[config.mk]
export PLATFORM = sky130hd
export DESIGN_NAME = twiddle_fetch
export DESIGN_NICKNAME = d
export VERILOG_FILES = /design/src/rtl/twiddle_fetch.sv
export SDC_FILE = /design/constraint.sdc
export NUM_CORES = 1
export LEC_CHECK = 0
export ABC_AREA = 1
export CORE_AREA = 2 2 126 104
export DETAILED_ROUTE_END_ITERATION = 16
export DIE_AREA = 0 0 128 106
export GPL_TIMING_DRIVEN = 0
export HOLD_SLACK_MARGIN = 0.08
export RECOVER_POWER = 25
export SKIP_LAST_GASP = 1
export SLEW_MARGIN = 20
export SYNTH_ARGS = -nofsm -noshare
export SYNTH_HDL_FRONTEND = slang
export SYNTH_SLANG_ARGS = --single-unit
[constraint.sdc]
create_clock -name clk -period 7.2 [get_ports clk]
set_input_delay 1.44 -clock clk [delete_from_list [all_inputs] [get_ports clk]]
set_output_delay 1.44 -clock clk [all_outputs]
set_load 0.01 [all_outputs]
[src/rtl/twiddle_fetch.sv]
// Quarter-wave twiddle ROM read master: two ROM reads per index k, quadrant
// symmetry applied, complex W^k returned over a valid/ready handshake.
module twiddle_fetch #(
  parameter  int FFT_LENGTH = 8192,
  parameter  int FFT_DW     = 16,
  localparam int FFT_N      = $clog2(FFT_LENGTH)
) (
  input  logic                     clk,
  input  logic                     rst,
  input  logic                     req_valid,
  output logic                     req_ready,
  input  logic [FFT_N-1:0]         req_k,
  output logic                     twact,
  output logic [FFT_N-3:0]         twa,
  input  logic [FFT_DW-1:0]        twdr_cos,
  output logic                     out_valid,
  input  logic                     out_ready,
  output logic signed [FFT_DW:0]   tw_re,
  output logic signed [FFT_DW:0]   tw_im
);

  typedef enum logic [2:0] {
    IDLE,
    RD_C,
    RD_S,
    CAP,
    OUT
  } state_t;

  state_t                  r_state;
  state_t                  w_nextState;
  logic [FFT_N-1:0]        r_k;
  logic signed [FFT_DW:0]  r_c;
  logic [FFT_N-3:0]        r_twa;
  logic signed [FFT_DW:0]  r_twRe;
  logic signed [FFT_DW:0]  r_twIm;

  logic [1:0]              w_q;
  logic [FFT_N-3:0]        w_r;
  logic [FFT_N-3:0]        w_twaSin;
  logic signed [FFT_DW:0]  w_s;
  logic signed [FFT_DW:0]  w_re;
  logic signed [FFT_DW:0]  w_im;

  assign w_q = r_k[FFT_N-1:FFT_N-2];
  assign w_r = r_k[FFT_N-3:0];

  // N/4 - r modulo the address width: N/4 itself truncates to zero.
  assign w_twaSin = {(FFT_N-2){1'b0}} - w_r;

  // At r==0 the sine read wraps to ROM[0] (1.0); the true sine there is 0.
  assign w_s = (w_r == '0) ? '0 : {1'b0, twdr_cos};

  always_ff @(posedge clk or posedge rst) begin
    if (rst) begin
      r_state <= IDLE;
    end else begin
      r_state <= w_nextState;
    end
  end

  always_comb begin
    w_nextState = r_state;
    case (r_state)
      IDLE:    if (req_valid) w_nextState = RD_C;
      RD_C:    w_nextState = RD_S;
      RD_S:    w_nextState = CAP;
      CAP:     w_nextState = OUT;
      OUT:     if (out_ready) w_nextState = IDLE;
      default: w_nextState = IDLE;
    endcase
  end

  always_comb begin
    w_re = '0;
    w_im = '0;
    case (w_q)
      2'd0: begin w_re = r_c;  w_im = -w_s; end
      2'd1: begin w_re = -w_s; w_im = -r_c; end
      2'd2: begin w_re = -r_c; w_im = w_s;  end
      2'd3: begin w_re = w_s;  w_im = r_c;  end
      default: begin w_re = '0; w_im = '0; end
    endcase
  end

  always_ff @(posedge clk or posedge rst) begin
    if (rst) begin
      r_k    <= '0;
      r_c    <= '0;
      r_twa  <= '0;
      r_twRe <= '0;
      r_twIm <= '0;
    end else begin
      case (r_state)
        IDLE: begin
          if (req_valid) begin
            r_k   <= req_k;
            r_twa <= req_k[FFT_N-3:0];
          end
        end
        RD_C: r_twa <= w_twaSin;
        RD_S: r_c   <= {1'b0, twdr_cos};
        CAP: begin
          r_twRe <= w_re;
          r_twIm <= w_im;
        end
        default: ;
      endcase
    end
  end

  assign req_ready = (r_state == IDLE);
  assign twact     = (r_state == RD_C) || (r_state == RD_S);
  assign twa       = r_twa;
  assign out_valid = (r_state == OUT);
  assign tw_re     = r_twRe;
  assign tw_im     = r_twIm;

endmodule

; ---- Word level (Yosys, flattened, before mapping)
; Cells that the tools add are included.
[totals]
ff_bits = 77
inputBits = 33
[classes]
add_sub_neg = 3
n_eq_ne = 9
muxes = 8
n_reduce_logical = 8
[ops]
columns = cell, count
row1 = $pmux W17 S4, 2
row2 = $neg A16 Y17, 2
row3 = $pmux W11 S2, 1
row4 = $mux W16, 1
row5 = $pmux W3 S5, 1
row6 = $logic_not A11 Y1, 1
row7 = $mux W11, 1
row8 = $sub A1 B11 Y11 const A, 1
row9 = $eq A3 B2 Y1 const B, 2
row10 = $mux W3, 2
row11 = $reduce_and A2 Y1, 3
row12 = $eq A2 B2 Y1 const B, 2
row13 = $eq A3 B1 Y1 const B, 1
row14 = $eq A3 B3 Y1 const B, 1
row15 = $logic_not A3 Y1, 1
row16 = $eq A2 B1 Y1 const B, 1
row17 = $logic_not A2 Y1, 1
row18 = $ne A2 B1 Y1 const B, 1
row19 = $ne A2 B2 Y1 const B, 1
row20 = $reduce_bool A2 Y1, 1
row21 = $logic_or A1 B1 Y1, 1

; ---- Logic depth before layout (Yosys ltp)
; Gate-level depths: netlist of run 1.
[logic_depth]
depth_word = 4
ltp_mapped = 15

; ---- Least setup slack after synthesis of run 1
; OpenSTA, ideal clock, no wires.
[synth_path]
path_kind = reg-to-output
startpoint = register r_state[1]
endpoint = output twact
t_arrival_ns = 1.076
path_slack_ns = 4.684
path_stages_with_launch = 4
n_path_buf = 0
cell_sequence = dfrtp_1 > nor3_2 > inv_1 > nand2_1
[synth_via]
elab_chain_cells = 2
[synth_lines]
columns = item, line
row1 = start: declaration, 30  ; state_t r_state;
row2 = start signal: assignment, 58  ; r_state <= w_nextState;
row3 = $eq A3 B1 Y1 / $eq A3 B2 Y1 (equally long branches), 113  ; assign twact = (r_state == RD_C) || (r_state == RD_S);
row4 = $logic_or A1 B1 Y1 *, 113
row5 = end: declaration, 13  ; output logic twact,
; Every way passes the cells marked *; elsewhere a longest branch is shown, timed or not.

; ---- Worst setup path after layout of run 1
; Same ends and word-level chain as after synthesis.

==> results of run 1 <==
==> how the worst max path moves through the flow <==
stage                    end        from  cells after the start  slack, ps
finish                 twact  r_state[1]                      4       2950
global route           twact  r_state[0]                      5       2770
CTS                    twact  r_state[1]                      4       3390
detailed placement     twact  r_state[1]                      4       3770
global placement    tw_im[1]         rst                      2       2390
floorplan             r_c[0]         rst                      1       3790
==> flip-flops by register name (all words and copies together), names as in the netlist <==
name / flops
tw_im: 17
tw_re: 17
r_c: 16
r_k: 13
twa: 11
r_state: 3
==> power groups by stage <==
stage / combinational, mW / sequential, mW / clock [mW]
2_1_floorplan: 0.857 / 0.842 / 0
6_report: 1.55 / 0.807 / 0.438
3_5_place_dp: 1.54 / 0.813 / 0
4_1_cts: 1.55 / 0.810 / 0.446
3_3_place_gp: 1.54 / 0.809 / 0
5_1_grt: 1.72 / 0.838 / 0.460
==> stage by stage <==
stage,utilization,setup WS [ps]
after global routing,0.492,2770
after global placement,0.468,2390
after detailed placement,0.469,3770
after CTS,0.493,3390
after floorplan,-,3790
final,0.492,2950
==> placed cells by master (no fill, tap or decap), drive strengths merged, types with 4 or more instances in the layout <==
cell	instances
nand3	55
buf	6
clkbuf	34
clkdlybuf4s50	67
inv	72
nor3	4
nor2	57
clkinv	5
o211ai	8
nand2	249
o21ai	86
a21oi	35
dlygate4sd3	13
xor2	7
nand4	7
dfrtp	77
==> area by class of cell <==
cell class              instances  area (um^2)
multi-input cells             526         2480
inverters                      75          283
flip-flops and latches         77         1930
clock inverters                 3         18.8
well taps                     156          195
plain buffers                  26          113
repair buffers                 81          821
fillers                      1263         6300
clock buffers                  13          270
==> cell families after synthesis <==
group | count (synthesis) | share of synthesized area
AO/OA/AOI/OAI | 138 | 0.159
XOR/XNOR | 9 | 0.0164
adder cells (fa/ha/maj) | 2 | 0.00521
buffers and inverters | 101 | 0.0820
flip-flops | 77 | 0.401
AND/OR/NAND/NOR | 377 | 0.336
==> metal layers <==
| layer | vias to the layer above | wire length [um] | track usage |
|---|---|---|---|
| li1 | 2472 | - | - |
| met1 | 2475 | 8350 | 0.391 |
| met2 | 175 | 7260 | 0.380 |
| met4 | 0 | 432 | 0.0958 |
| met3 | 28 | 1190 | 0.0463 |
| met5 | - | 0 | 0 |
==> worst max-delay path, delay by kind of cell (launching register included) <==
| family | cells | cell delay, ps |
|---|---|---|
| AND/OR/NAND/NOR | 2 | 1040 |
| buffers and inverters | 2 | 980 |
| flip-flops | 1 | 440 |
==> impl_metrics.toml, run 1 <==
[status]
outcome = "complete, but fails checks"
violations = "max-capacitance violations, max-slew violations"

[synth]
synth_top_area_frac = 0.401
netlist_area_mm2 = 0.00480
synth_ff_type = "dfrtp_1"
seq_area_frac_synth = 0.401
ys_top_cells_by_count = "nand2_1 (239), o21ai_0 (79), dfrtp_1 (77)"
postSynthAreaPerCell_um2 = 6.82
yosys_warnings = 0
synthesis.instances = 704
synth.net_count = 739
synth_most_common_cell = "nand2_1"
synth_area_leader_cell = "dfrtp_1"
ys_ff_latch = 77
synth_enable_flop_cells = 0
async_flop_share = 1.00
ys_types = 39
netlist_top_cells_area = "dfrtp_1 (40%), nand2_1 (19%), o21ai_0 (8.2%)"

[die]
core-area_mm2 = 0.0124
io_pins = 81
die_w_um = 128
rows = 37
die_h_um = 106
start_util = 0.387
dieArea_mm2 = 0.0136

[global_routing]
grt_remaining_overflow = 0
grt_pass1_vias = 4880
grt_pass1_wl_um = 26800
grt_antenna_before_repair = 0
grt_start_max_net_pins = 41
grt.total_usage = 0.263

[power_and_ir_drop]
leakage_nw = 2.98
p_sw_frac = 0.463
power_frac_comb = 0.555
cellPowerDensity_mw_per_mm2 = 459
clkPwrFrac = 0.157
p_sw_mw = 1.30
power_mw = 2.80
seqPwrFrac = 0.288
vdd_ir_drop_max_v = 0.000213
p_int_mw = 1.50

[layout]
area_growth_pct = 27.1
nNetsFinal = 831
drive_above_1_share = 0.0712
diodes = 0
fin_cells = 957
design_area_mm2 = 0.00611

[clocking]
cts_hold_buf = 0
cts_tree = "yes"
numCtsBuffers = 9
cts_buffer_depth = 2
cts_max_level = 3
clkTransAtPathRegs_ps = 60
clock-sinks = 77
clkLatencyLatePin_ps = 340
cts_root_buf = "clkbuf_16"
post-cts-setup-buffers = 0
cts_resized = 0

[setup_path]
critPathCaptureType = "output port"
rr_endpoint = "tw_im[11]"
worstPathRequired_ps = 5760
critPathKind = "flop to output port"
worstPathCellList = "nor3_1 -> inv_1 -> nand2_1 -> clkdlybuf4s50_1"
crit_path_top_delay_cell = "nor3_1"
r2r_cells = 15
ff2ff_setup_slack_ps = 4810
r2r_start = "r_k[0]"
critPathLaunchType = "flop"
critPathMaxStageDelay_ps = 890
cp.arrival_ps = 2810
crit_fanout = 8

[sta]
worstMarginPinSlew_ps = 1790
fin_crit_sh = 0.591
setup_viol = 0
fin_setup_tns_ps = 0
finalCriticalPeriod_ps = 4250
slew_headroom = -0.202
rsz0062_at_grt = "no"
slew_violations = 38
fin_skew_ps = 4.53
finalHoldViolations = 0
hold-worst-slack_ps = 476
max_freq_ghz = 0.235

[min_path]
min_from = "tw_re[14]"
hold_path.class = "flop to flop"
hold_path_end = "tw_re[14]"
hold_depth = 2

[route]
ant_nets = 0
vias = 5150
drcViolationCount = 0
drtIter0Drc = 412
wl_per_cell_um = 18.0
vias_per_cell = 5.38
routed_wl_um = 17200
drt_pre_antenna_iters = 7

[job]
drv_cap = 1

[placement]
portBuffers = 80
place_inst = 941
dpl_cell_area_mm2 = 0.00582
place_congestion = 0.960
hpwl_um = 13100
(Power assumes the default switching activity.)
==> inputs of run 2 (changes only) <==
==> constraint.sdc (replaced) <==
create_clock -name clk -period 3.9 [get_ports clk]
set_input_delay 0.78 -clock clk [delete_from_list [all_inputs] [get_ports clk]]
set_output_delay 0.78 -clock clk [all_outputs]
set_load 0.01 [all_outputs]
==> run 2 against run 1 <==
Compared with the run above: the flow still finishes with violations (max-capacitance violations, max-slew violations); global-route usage stayed put; final cell count stayed put; sequential power up 85%; die area is the same; clock power is 85% higher; largest cell class unchanged; highest routed layer unchanged.
==> impl_metrics.toml, run 2 (synthesized netlist as in run 1, its figures left out) <==
[setup_path]
worst-path-buf-inv = 2
crit_family = "buffers and inverters"
critPathCaptureType = "output port"
worstPathRequired_ps = 3120
critPathMaxStageDelay_ps = 580
r2r_start = "r_k[12]"
worstPathCellList = "nor3_2 -> inv_1 -> nand2_1 -> clkdlybuf4s50_1"
crit_fanout = 8
critPathKind = "flop to output port"
cp.arrival_ps = 2400
critical_path.startpoint = "r_state[1]"
critPathLaunchType = "flop"
crit_path_top_delay_cell = "nor3_2"

[job]
drv_cap = 1

[die]
dieArea_mm2 = 0.0136
rows = 37
die_h_um = 106
die_w_um = 128
start_util = 0.387
io_pins = 81
core-area_mm2 = 0.0124

[layout]
fin_cells = 957
drive_above_1_share = 0.0724
final_cell_mix = "nand2_1 (239), o21ai_0 (79), clkdlybuf4s50_1 (79)"
multi_input_area_mm2 = 0.00248
diodes = 0
nNetsFinal = 831
seqCellArea_mm2 = 0.00193
n_fill_cell = 1265
area_growth_pct = 26.9
final_common_cell = "nand2_1"

[route]
routed_wl_um = 17300
drt_pre_antenna_iters = 6
ant_nets = 0
drtIter0Drc = 461
drcViolationCount = 0
vias = 5168
wl_per_cell_um = 18.1
vias_per_cell = 5.40

[power_and_ir_drop]
leakage_nw = 2.97
power_mw = 5.18
vdd_ir_drop_max_v = 0.000400
cellPowerDensity_mw_per_mm2 = 850

[min_path]
hold_path.class = "flop to flop"
min_from = "tw_re[14]"

[sta]
fin_crit_sh = 0.815
worstMarginPinSlew_ps = 1720
finalHoldViolations = 0
finalCriticalPeriod_ps = 3180
setup_ws_ps = 721
fin_setup_tns_ps = 0
fin_skew_ps = 4.85
hold-worst-slack_ps = 476
setup_viol = 0
slew_headroom = -0.154
max_freq_ghz = 0.315
rsz0062_at_grt = "no"
slew_violations = 39

[clocking]
cts_max_level = 3
cts_root_buf = "clkbuf_16"
clkTransAtPathRegs_ps = 60
clkLatencyLatePin_ps = 350
cts_resized = 0
post-cts-setup-buffers = 0
cts_buffer_depth = 2
numCtsBuffers = 9
clock-sinks = 77
cts_tree = "yes"
cts_hold_buf = 0

[global_routing]
grt_pass1_vias = 4880
grt_pass1_wl_um = 26800
grt.total_usage = 0.263
grt_start_max_net_pins = 41
grt_remaining_overflow = 0
grt_antenna_before_repair = 0

[status]
outcome = "complete, but fails checks"
violations = "max-capacitance violations, max-slew violations"

[placement]
place_congestion = 0.960
hpwl_um = 13100
portBuffers = 80
place_inst = 941
post-place-ws_ps = 1130
run 2: changes by cell type in the layout (fill, tap and decap cells not counted), sizes merged:
| cell | delta |
|---|---|
| buf | -1 |
| clkbuf | +1 |
| dlygate4sd3 | -12 |
| clkdlybuf4s50 | +12 |
run 2: per-stage QoR:
step / utilization / instance area [um^2]
3_3_place_gp: 0.468 / 5800
6_report: 0.491 / 6100
3_5_place_dp: 0.469 / 5820
2_1_floorplan: - / 4800
5_1_grt: 0.491 / 6100
4_1_cts: 0.493 / 6110
run 2: report_power, final:
| part | total (mW) | switching, mW | internal, mW |
|---|---|---|---|
| Sequential | 1.49 | 0.289 | 1.21 |
| Combinational | 2.88 | 1.79 | 1.09 |
| Clock | 0.810 | 0.328 | 0.482 |
| Total | 5.18 | 2.40 | 2.78 |
run 2: worst paths after layout:
check | endpoint | slack (ps) | depth (start not counted)
min in group asynchronous | tw_re[14] | 1310 | 2
max in group asynchronous | tw_im[1] | 940 | 3
worst min register to register | tw_re[14] | 480 | 2
worst min-delay path | tw_re[14] | 480 | 2
worst max-delay path | twact | 720 | 4
worst max register to register | tw_re[12] | 1510 | 7
run 2: routing by layer:
| layer | global-route usage | vias up | part of all wire |
|---|---|---|---|
| met5 | 0 | - | 0 |
| met4 | 0.0958 | 0 | 0.025 |
| met3 | 0.0463 | 30 | 0.053 |
| met2 | 0.380 | 153 | 0.42 |
| met1 | 0.391 | 2511 | 0.50 |
| li1 | - | 2474 | - |
run 2: cell type report:
class,instances,area share
Tap cell,156,0.0320
Inverter,75,0.0464
Sequential cell,77,0.316
Multi-Input combinational cell,526,0.407
Timing Repair Buffer,81,0.132
Buffer,26,0.0185
Clock inverter,3,0.00308
Clock buffer,13,0.0443
run 2: worst reg2reg max path: cells and delay by family, from the launching register on:
family	cells	cell delay, ps
buffers and inverters	3	960
AOI/OAI and AO/OA	1	260
DFF	1	460
and+or+nand+nor	3	590
